--- src/rtl/mmio_bridge.sv ---
// rtl/mmio_bridge.sv - CPU IO-space bridge to per-channel peripherals with ack timeout
// Decodes the top 1 KiB window, latches one access and stalls the CPU until ack, timeout or unmapped error.
module mmio_bridge #(
  parameter int DATA_W   = 32,
  parameter int CHANNELS = 4,
  parameter int CH_SHIFT = 4,
  parameter int TIMEOUT  = 255
) (
  input  logic                         clk,
  input  logic                         rst_n,
  input  logic                         cpu_rd,
  input  logic                         cpu_wr,
  input  logic [31:0]                  cpu_addr,
  input  logic [DATA_W-1:0]            cpu_wdata,
  output logic [DATA_W-1:0]            cpu_rdata,
  output logic                         cpu_stall,
  output logic                         cpu_err,
  output logic [CHANNELS-1:0]          io_sel,
  output logic                         io_rd,
  output logic                         io_wr,
  output logic [CH_SHIFT-1:0]          io_addr,
  output logic [DATA_W-1:0]            io_wdata,
  input  logic [CHANNELS*DATA_W-1:0]   io_rdata,
  input  logic [CHANNELS-1:0]          io_ack
);
  localparam int CH_W = (CHANNELS > 1) ? $clog2(CHANNELS) : 1;
  localparam logic [1:0] S_IDLE   = 2'd0;
  localparam logic [1:0] S_ACCESS = 2'd1;
  localparam logic [1:0] S_DONE   = 2'd2;

  logic [1:0]          state_q, state_d;
  logic [DATA_W-1:0]   cpu_rdata_q, cpu_rdata_d;
  logic                err_q, err_d;
  logic                op_wr_q, op_wr_d;
  logic [CH_W-1:0]     idx_q, idx_d;
  logic [CH_SHIFT-1:0] io_addr_q, io_addr_d;
  logic [DATA_W-1:0]   io_wdata_q, io_wdata_d;
  logic [15:0]         cnt_q, cnt_d;

  logic                io_req;
  logic [CH_W-1:0]     ch_idx;
  logic                ch_mapped;
  logic                sel_ack;
  logic [DATA_W-1:0]   sel_rdata;
  logic                unused_addr;

  assign unused_addr = ^cpu_addr;

  always_comb begin
    io_req    = (cpu_addr[31:10] == 22'h3FFFFF) && (cpu_rd || cpu_wr);
    ch_idx    = cpu_addr[CH_SHIFT +: CH_W];
    ch_mapped = (int'(ch_idx) < CHANNELS);
    sel_ack   = 1'b0;
    sel_rdata = '0;
    io_sel    = '0;
    // Only the latched channel's ack and data are ever looked at.
    for (int k = 0; k < CHANNELS; k++) begin
      if (idx_q == CH_W'(k)) begin
        sel_ack   = io_ack[k];
        sel_rdata = io_rdata[k*DATA_W +: DATA_W];
      end
      io_sel[k] = (state_q == S_ACCESS) && (idx_q == CH_W'(k));
    end
  end

  always_comb begin
    state_d     = state_q;
    cpu_rdata_d = cpu_rdata_q;
    err_d       = err_q;
    op_wr_d     = op_wr_q;
    idx_d       = idx_q;
    io_addr_d   = io_addr_q;
    io_wdata_d  = io_wdata_q;
    cnt_d       = cnt_q;
    case (state_q)
      S_IDLE: begin
        if (io_req) begin
          if (ch_mapped) begin
            state_d    = S_ACCESS;
            op_wr_d    = cpu_wr;
            idx_d      = ch_idx;
            io_addr_d  = cpu_addr[CH_SHIFT-1:0];
            io_wdata_d = cpu_wdata;
            cnt_d      = '0;
            err_d      = 1'b0;
          end else begin
            state_d     = S_DONE;
            err_d       = 1'b1;
            cpu_rdata_d = '1;
          end
        end
      end
      S_ACCESS: begin
        // An ack in the timeout cycle still completes normally.
        if (sel_ack) begin
          if (!op_wr_q) cpu_rdata_d = sel_rdata;
          err_d   = 1'b0;
          state_d = S_DONE;
        end else if (cnt_q == 16'(TIMEOUT - 1)) begin
          if (!op_wr_q) cpu_rdata_d = '1;
          err_d   = 1'b1;
          state_d = S_DONE;
        end else begin
          cnt_d = cnt_q + 16'd1;
        end
      end
      S_DONE:  state_d = S_IDLE;
      default: state_d = S_IDLE;
    endcase
  end

  always_ff @(posedge clk or negedge rst_n) begin
    if (!rst_n) begin
      state_q     <= S_IDLE;
      cpu_rdata_q <= '0;
      err_q       <= 1'b0;
      op_wr_q     <= 1'b0;
      idx_q       <= '0;
      io_addr_q   <= '0;
      io_wdata_q  <= '0;
      cnt_q       <= '0;
    end else begin
      state_q     <= state_d;
      cpu_rdata_q <= cpu_rdata_d;
      err_q       <= err_d;
      op_wr_q     <= op_wr_d;
      idx_q       <= idx_d;
      io_addr_q   <= io_addr_d;
      io_wdata_q  <= io_wdata_d;
      cnt_q       <= cnt_d;
    end
  end

  // Stall is gated by reset so a held request cannot freeze the CPU while in reset.
  assign cpu_stall = rst_n && (((state_q == S_IDLE) && io_req) || (state_q == S_ACCESS));
  assign cpu_err   = (state_q == S_DONE) && err_q;
  assign io_rd     = (state_q == S_ACCESS) && !op_wr_q;
  assign io_wr     = (state_q == S_ACCESS) && op_wr_q;
  assign io_addr   = io_addr_q;
  assign io_wdata  = io_wdata_q;
  assign cpu_rdata = cpu_rdata_q;
endmodule

--- config.mk ---
export PLATFORM = sky130hd
export DESIGN_NAME = mmio_bridge
export DESIGN_NICKNAME = d
export VERILOG_FILES = /design/src/rtl/mmio_bridge.sv
export SDC_FILE = /design/constraint.sdc
export NUM_CORES = 1
export LEC_CHECK = 0
export BUFFER_PORTS_ARGS = -buffer_cell sky130_fd_sc_hd__clkbuf_2
export CAP_MARGIN = 20
export CORE_MARGIN = 5
export CORE_UTILIZATION = 40
export CTS_CLUSTER_SIZE = 20
export DETAILED_ROUTE_END_ITERATION = 8
export GPL_TIMING_DRIVEN = 0
export HOLD_SLACK_MARGIN = 0.02
export PLACE_DENSITY = 0.82
export SKIP_CTS_REPAIR_TIMING = 1
export SLEW_MARGIN = 20
export SYNTH_ARGS = -nofsm -noshare
export SYNTH_HDL_FRONTEND = slang
export SYNTH_SLANG_ARGS = --single-unit
--- constraint.sdc ---
create_clock -name clk -period 3.2 [get_ports clk]
set_input_delay 0.48 -clock clk [delete_from_list [all_inputs] [get_ports clk]]
set_output_delay 0.48 -clock clk [all_outputs]
set_load 0.01 [all_outputs]
Word-level counts from Yosys, hierarchy flattened

Index checks and enable logic that the tools add are counted.

Register bits: 90
Input port bits: 200
Output and inout bits: 76
Word-level logic and storage cells: 68

Add/subtract/negate cells: 1
Equality and inequality tests: 13
Multiplexer cells: 24
Reductions and logical operators: 22

Operator list:

| kind                                                                    | count |
|---|---|
| 32-bit two-way mux                                                      | 8 |
| 16-bit two-way mux                                                      | 3 |
| 16-bit one-hot mux with 2 select lines                                  | 1 |
| 22-bit equality test (second input constant)                            | 1 |
| 16-bit by 1-bit adder with 16-bit output (second input constant)        | 1 |
| 16-bit by 8-bit equality test with 1-bit output (second input constant) | 1 |
| 1-bit logical AND                                                       | 10 |
| 2-bit != test (second input constant)                                   | 5 |
| 4-bit AND reduction                                                     | 2 |
| 1-bit two-way mux                                                       | 7 |
| 2-bit equality test (second input constant)                             | 3 |
| 2-bit two-way mux                                                       | 3 |
| 2-bit by 1-bit equality test with 1-bit output (second input constant)  | 2 |
| 2-bit logical NOT                                                       | 2 |
| 2-bit one-hot mux with 2 select lines                                   | 1 |
| 2-bit AND reduction                                                     | 2 |
| 2-bit nonzero test                                                      | 2 |
| 3-bit by 2-bit != test with 1-bit output (second input constant)        | 1 |
| 3-bit AND reduction                                                     | 1 |
| 1-bit logical OR                                                        | 2 |
| 1-bit one-hot mux with 2 select lines                                   | 1 |
| 1-bit logical NOT                                                       | 1 |

Logic depth before layout (Yosys ltp)

Gate-level depths: netlist (run 1).

Depth after elaboration: 7
Depth in mapped cells: 9
Mapped depth without buffers: 7

Worst setup path after synthesis (run 1)

OpenSTA, ideal clock, no wires.

Path kind: input to output
Start: input cpu_addr[19]
End: output cpu_stall
Arrival time: 1741 ps
Required time: 2720 ps
Path slack: 979 ps
Stages: 6
Buffers on the path: 2
Path through: nand4_1 -> nor4_1 -> nand2_1 -> buf_1 -> clkbuf_1 -> a21boi_0

Cells in the longest elaborated chain, start to end: 5

RTL lines:

| item                 | line | source |
|---|---|---|
| start: declaration   | 13   | `input logic [31:0] cpu_addr,` |
| 22-bit equality test | 50   | `io_req = (cpu_addr[31:10] == 22'h3FFFFF) && (cpu_rd \|\| cpu_wr);` |
| 1-bit logical AND    | 50   |  |
| 1-bit logical AND    | 135  | `assign cpu_stall = rst_n && (((state_q == S_IDLE) && io_req) \|\| (state_q == S_ACCESS));` |
| 1-bit logical OR     | 135  |  |
| 1-bit logical AND    | 135  |  |
| end: declaration     | 16   | `output logic cpu_stall,` |

Every way passes these cells.

Final worst setup path (run 1)

Start: register state_q[0]
End: output cpu_stall

Cells in the longest elaborated chain, start to end: 4
Elaborated cells between the ends (all ways): 5
Those cells by class: eq/ne: 1; reduce/logical: 4

RTL lines:

| item                     | line | source |
|---|---|---|
| start: declaration       | 31   | `logic [1:0] state_q, state_d;` |
| start signal: assignment | 123  | `state_q <= state_d;` |
| 2-bit logical NOT        | 135  |  |
| 1-bit logical AND        | 135  |  |
| 1-bit logical OR *       | 135  |  |
| 1-bit logical AND *      | 135  |  |

Mark *: on every way between the ends. The rest lies on a longest branch, timed or not.

==> out/results.txt, run 1 <==
Register bit total from synthesis = 90
Critical path's largest stage delay = 0.44 ns
Post-synth EDFFs = 0
Logic gate share of total power = 9.9%
Rel. slew slack = 45.4%
Die Y = 116 µm
1st-pass router iterations = 4
Endpoints failing setup = 0
Most frequent cells after synthesis = dfrtp_1 (90), mux2_2 (40), mux4_2 (32)
Number of global-route vias before repair = 4435
GRT Total Usage = 21.2%
Mapped Nets = 536
Core footprint = 11000 µm²
Seq/Total Area, Yosys = 49.8%
Worst EP arrival = 2.41 ns
Top-count cell post-synth = dfrtp_1
Skew final = 0.00872 ns
Root Buffer = clkbuf_16
Worst R2R Path Depth = 7
Setup TNS Final = 0 ns
H-tree depth = 3
I/O Buffers = 271
Data required, critical path = 2.72 ns
Diodes inserted = 0
Main synth FF type = dfrtp_1
Reg2reg end = cpu_rdata[17]$_DFFE_PN0P_
1st-iter DRT viols = 211
Sequential power share = 47.1%
Routed WL per cell = 18.6 µm
Mapped Area = 4520 µm²
Layout area overhead = 40.8%
TritonCTS clock tree = built
CP Launch Type = flip-flop
Slack of the worst reg-to-reg path = 0.77 ns
Crit-path slowest cell = dfrtp_1
Crit-path cells = nand4b_1, nor3_1, nand2_1, buf_1, clkbuf_1, a21boi_0, clkbuf_2
Clock power frac = 43.1%
Status = finished clean
Global-route wire length before repair = 22100 µm
Max VDD drop = 0.267 mV
# IOs = 276
Ys Warns = 0
DRC errors left = 0
Final #Nets = 818
Total wire length = 14200 µm
ANT nets after route = 0
Most area-hungry cell type in the Yosys netlist = dfrtp_1
Power per cell area = 391 nW/µm²
Synth top area cells = dfrtp_1 (50%), mux4_2 (16%), mux2_2 (10%), o22a_1 (5.2%), nor2_1 (1.7%)
Initial antenna violation count = 0
HP Class = in -> async
Net Switching = 0.000556 W
Worst Setup End Kind = primary output
Largest net degree at the start of global routing = 92
Die width = 116 µm
Cell count after synthesis = 334
Post-DP HPWL = 11800 µm
Gp weighted congestion = 0.963
Pint = 0.00193 W
Worst-path clk slew = 0.06 ns
Async set-reset flop share out of synthesis = 100%
Worst Tran Pin Value = 0.820 ns
Kind of critical path = reg -> out
Total CTS buffers = 9
Max frequency = 346 MHz
Clk buf depth = 2
Fin cells = 761
Period utilization = 90.4%
RSZ-0062 raised after global routing = false
Final Hold Vio Count = 0
Yosys top cell area share = 49.8%
Switch share = 22.3%
Max-slew violations = 0
Initial Util = 41.2%
Leakage Power = 3.15 nW
Netlist cell types = 43
CTS Sinks = 90
Max-Cap Viols = 0
Crit-path max FO = 10
Worst r2r src = idx_q[0]$_DFFE_PN0P_
# rows = 38
Minimum clock period = 2.89 ns
Layout cell share with drive strength beyond 1 = 59.7%
Clock Latency Late Sink = 0.33 ns
Avg Inst Size Synth = 13.5 µm²
Placed cells = 745
Via count = 4062
Grt total ovfl = 0
Via density = 5.34
Area of the die = 13500 µm²
## critical path, delay by kind of cell, from the launching register on
kind / cells / cell delay, ns
buffers and inverters: 3 / 0.78
flip-flops: 1 / 0.44
AO/OA/AOI/OAI: 1 / 0.25
AND/OR/NAND/NOR: 3 / 0.62
## state kept, by name, summed over array words and instances (netlist names)
| signal | flops |
|---|---|
| cpu_rdata | 32 |
| io_wdata | 32 |
| cnt_q | 16 |
| io_addr | 4 |
| idx_q | 2 |
| state_q | 2 |
| err_q | 1 |
| op_wr_q | 1 |
## metal layers
metal	part of all wire, %	vias up	track usage, %	wire, µm
met5	0	-	0	0
met4	2.6	0	7.81	371
met3	6.7	33	5.70	953
met2	54	169	37.3	7660
met1	37	2006	24.7	5190
li1	-	1854	-	-
## power groups by stage
stage	clock [W]	sequential [W]	combinational, W
after floorplan	0	0.00120	0.0000594
after global placement	0	0.00119	0.000239
after detailed placement	0	0.00119	0.000248
after CTS	0.00110	0.00117	0.000249
after global routing	0.00115	0.00117	0.000269
final	0.00107	0.00117	0.000246
## layout make-up
| type | count | area, µm² |
|---|---|---|
| Clock inverter | 5 | 62.6 |
| Clock buffer | 11 | 243 |
| Inverter | 10 | 37.5 |
| Timing Repair Buffer | 271 | 1370 |
| Multi-Input combinational cell | 211 | 2110 |
| Buffer | 23 | 126 |
| Fill cell | 920 | 4610 |
| Sequential cell | 90 | 2250 |
| Tap cell | 140 | 175 |
## worst max path at each step
| stage | from | to | slack [ns] | depth (start not counted) |
|---|---|---|---|---|
| CTS | state_q[0]$_DFFE_PN0P_ | cpu_stall | 0.27 | 7 |
| finish | state_q[0]$_DFFE_PN0P_ | cpu_stall | 0.31 | 7 |
| global placement | rst_n | cpu_stall | 0.07 | 3 |
| detailed placement | cpu_wr | cpu_stall | 0.47 | 8 |
| global route | state_q[0]$_DFFE_PN0P_ | cpu_stall | 0.06 | 7 |
| floorplan | cpu_addr[19] | cpu_stall | 0.98 | 6 |
## cells in the final DEF (no fill, tap or decap), drive strengths merged
master    instances
o22ai             2
clkinvlp          2
o31ai             6
nand3             4
o211ai            5
or4b              2
buf              13
nand4b            3
ha                2
a21boi            1
nor2b             1
or3b              2
o41ai             1
or4               6
mux2i             1
o21ai             6
mux4             32
mux2             42
clkbuf          292
nor2             20
nand4             9
a31oi             2
a21oi             8
dfrtp            90
clkinv            1
bufinv            1
or3               3
nand2b            2
and2              2
inv              11
nand2            11
o22a             27
nand3b            1
nor4              1
nor3              7
a2bb2oi           1
or2               1
## per-stage QoR
| step | worst slack, ns | hold WS (ns) | area [µm²] | util [%] | power, W |
|---|---|---|---|---|---|
| after floorplan | 0.979 | 0.184 | 4520 | - | 0.00126 |
| after global placement | 0.0749 | 0.472 | 6060 | 55.1 | 0.00143 |
| after detailed placement | 0.475 | 0.487 | 6060 | 55.2 | 0.00144 |
| after CTS | 0.267 | 0.232 | 6370 | 58.0 | 0.00253 |
| after global routing | 0.0575 | 0.260 | 6370 | 58.0 | 0.00259 |
| final | 0.307 | 0.186 | 6370 | 58.0 | 0.00249 |
## logic make-up (layout without fill, tap and decap cells)
logic type	count (synthesis)	in the layout	synth area share (%)
buffers and inverters	33	320	3.62
AND/OR/NAND/NOR	75	75	8.99
AO/OA/AOI/OAI	59	59	10.1
multiplexers	75	75	27.0
adder cells (fa/ha/maj)	2	2	0.553
flip-flops	90	90	49.8
(Power assumes the default switching activity.)
==> run 2, diff against run 1 <==
Settings changed: CORE_ASPECT_RATIO set to 0.6.
==> out/results.txt, run 2 (synthesis results as in run 1) <==
Status = finished clean (unchanged)
Clock Latency Late Sink = 0.35 ns (was 0.33 ns)
Layout cell share with drive strength beyond 1 = 59.9% (was 59.7%)
Layout area overhead = 40.9% (was 40.8%)
Clk buf depth = 2 (unchanged)
Die Y = 92.4 µm (was 116 µm)
# rows = 30 (was 38)
Period utilization = 94.3% (was 90.4%)
DRC errors left = 0 (unchanged)
Initial antenna violation count = 0 (unchanged)
Post-DP HPWL = 12400 µm (was 11800 µm)
Final #Nets = 818 (unchanged)
Leakage Power = 3.16 nW (was 3.15 nW)
Number of global-route vias before repair = 4623 (was 4435)
1st-pass router iterations = 4 (unchanged)
RSZ-0062 raised after global routing = false (unchanged)
Worst Setup End Kind = primary output (unchanged)
Endpoints failing setup = 0 (unchanged)
Initial Util = 40.4% (was 41.2%)
Die width = 147 µm (was 116 µm)
Diodes inserted = 0 (unchanged)
Worst Tran Pin Value = 0.826 ns (was 0.820 ns)
Area of the die = 13600 µm² (was 13500 µm²)
Most frequent cells in the layout = clkbuf_2 (270), dfrtp_1 (90), mux2_2 (40), mux4_2 (32), o22a_1 (27) (unchanged)
Routed WL per cell = 19.9 µm (was 18.6 µm)
Grt total ovfl = 0 (unchanged)
Max frequency = 331 MHz (was 346 MHz)
Minimum clock period = 3.02 ns (was 2.89 ns)
Post-route cell area = 6370 µm² (about the same)
Kind of critical path = reg -> out (unchanged)
HP Class = in -> async (unchanged)
Total power = 0.00248 W (was 0.00249 W)
Max-Cap Viols = 0 (unchanged)
Setup TNS Final = 0 ns (unchanged)
ANT nets after route = 0 (unchanged)
Core footprint = 11200 µm² (was 11000 µm²)
Power per cell area = 389 nW/µm² (was 391 nW/µm²)
Skew final = 0.0131 ns (was 0.00872 ns)
Worst-path clk slew = 0.07 ns (was 0.06 ns)
Global-route wire length before repair = 24400 µm (was 22100 µm)
Placed cells = 749 (was 745)
Most common cell after layout, fill and taps aside = clkbuf_2 (unchanged)
Fin cells = 765 (was 761)
CTS Sinks = 90 (unchanged)
Max VDD drop = 0.262 mV (was 0.267 mV)
Total wire length = 15200 µm (was 14200 µm)
Post-layout util = 57.0% (was 58.0%)
Via density = 5.42 (was 5.34)
Gp weighted congestion = 0.841 (was 0.963)
1st-iter DRT viols = 170 (was 211)
Rel. slew slack = 44.9% (was 45.4%)
Largest net degree at the start of global routing = 92 (unchanged)
TritonCTS clock tree = built (unchanged)
Placement-stage cell area = 6070 µm² (was 6060 µm²)
CP Launch Type = flip-flop (unchanged)
Worst EP arrival = 2.54 ns (was 2.41 ns)
Max-slew violations = 0 (unchanged)
Data required, critical path = 2.72 ns (about the same)
Via count = 4150 (was 4062)
# fillers = 969 (was 920)
H-tree depth = 3 (unchanged)
Root Buffer = clkbuf_16 (unchanged)
Final Hold Vio Count = 0 (unchanged)
# IOs = 276 (unchanged)
I/O Buffers = 271 (unchanged)
Crit-path max FO = 10 (unchanged)
GRT Total Usage = 22.7% (was 21.2%)
Total CTS buffers = 9 (unchanged)
## run 2: changes by cell type in the layout (fill, tap and decap cells not counted)
| cell | before | now |
|---|---|---|
| clkinv_8 | 0 | 2 |
| inv_8 | 0 | 1 |
| clkinv_4 | 1 | 2 |
| bufinv_16 | 1 | 0 |
| inv_6 | 1 | 2 |
| clkbuf_8 | 2 | 1 |
| clkbuf_1 | 11 | 10 |
| clkinvlp_4 | 2 | 0 |
## run 2: layout make-up
class | count | area [µm²] | share of cell area (%)
Buffer | 23 | 126 | 1.98
Clock buffer | 9 | 225 | 3.53
Clock inverter | 7 | 78.8 | 1.24
Inverter | 10 | 37.5 | 0.589
Multi-Input combinational cell | 211 | 2110 | 33.1
Sequential cell | 90 | 2250 | 35.3
Tap cell | 144 | 180 | 2.83
Timing Repair Buffer | 271 | 1370 | 21.4
## run 2: layer usage
| metal | vias to the layer above | global-route usage (%) | wire length, µm |
|---|---|---|---|
| li1 | 1865 | - | - |
| met1 | 2058 | 27.3 | 5990 |
| met2 | 194 | 39.1 | 7630 |
| met3 | 33 | 7.04 | 1190 |
| met4 | 0 | 7.91 | 402 |
| met5 | - | 0 | 0 |
## run 2: power by group
group / internal [W] / total [W] / switching [W]
combinational: 0.000145 / 0.000243 / 0.0000983
clock: 0.000554 / 0.00106 / 0.000509
sequential: 0.00116 / 0.00117 / 0.0000128
## run 2: worst max-delay path: stages (launching register included)
cell	delay, ns
dfrtp_1	0.47
nand4b_1	0.22
nor4_1	0.24
nand2_1	0.20
buf_1	0.31
clkbuf_1	0.32
a21boi_0	0.26
clkbuf_2	0.17
## run 2: path summary, 6_finish.rpt
path	cells past startpoint	slack, ns	end	startpoint
min reg2reg	1	0.50	err_q$_DFFE_PN0P_	err_q$_DFFE_PN0P_
min in group clk	2	0.36	io_wdata[17]$_DFFE_PN0P_	cpu_wdata[17]
max in group asynchronous	1	2.47	cpu_rdata[9]$_DFFE_PN0P_	rst_n
min	1	0.18	cpu_rdata[22]$_DFFE_PN0P_	rst_n
max	7	0.18	cpu_stall	state_q[1]$_DFFE_PN0P_
max reg2reg	7	0.70	cpu_rdata[5]$_DFFE_PN0P_	idx_q[0]$_DFFE_PN0P_
## run 2: metrics by stage
stage          setup WS, ns  hold WS [ns]
6_report              0.181         0.185
5_1_grt             0.00448         0.248
4_1_cts               0.180         0.226
3_5_place_dp          0.450         0.487
3_3_place_gp         0.0992         0.473
2_1_floorplan         0.979         0.184
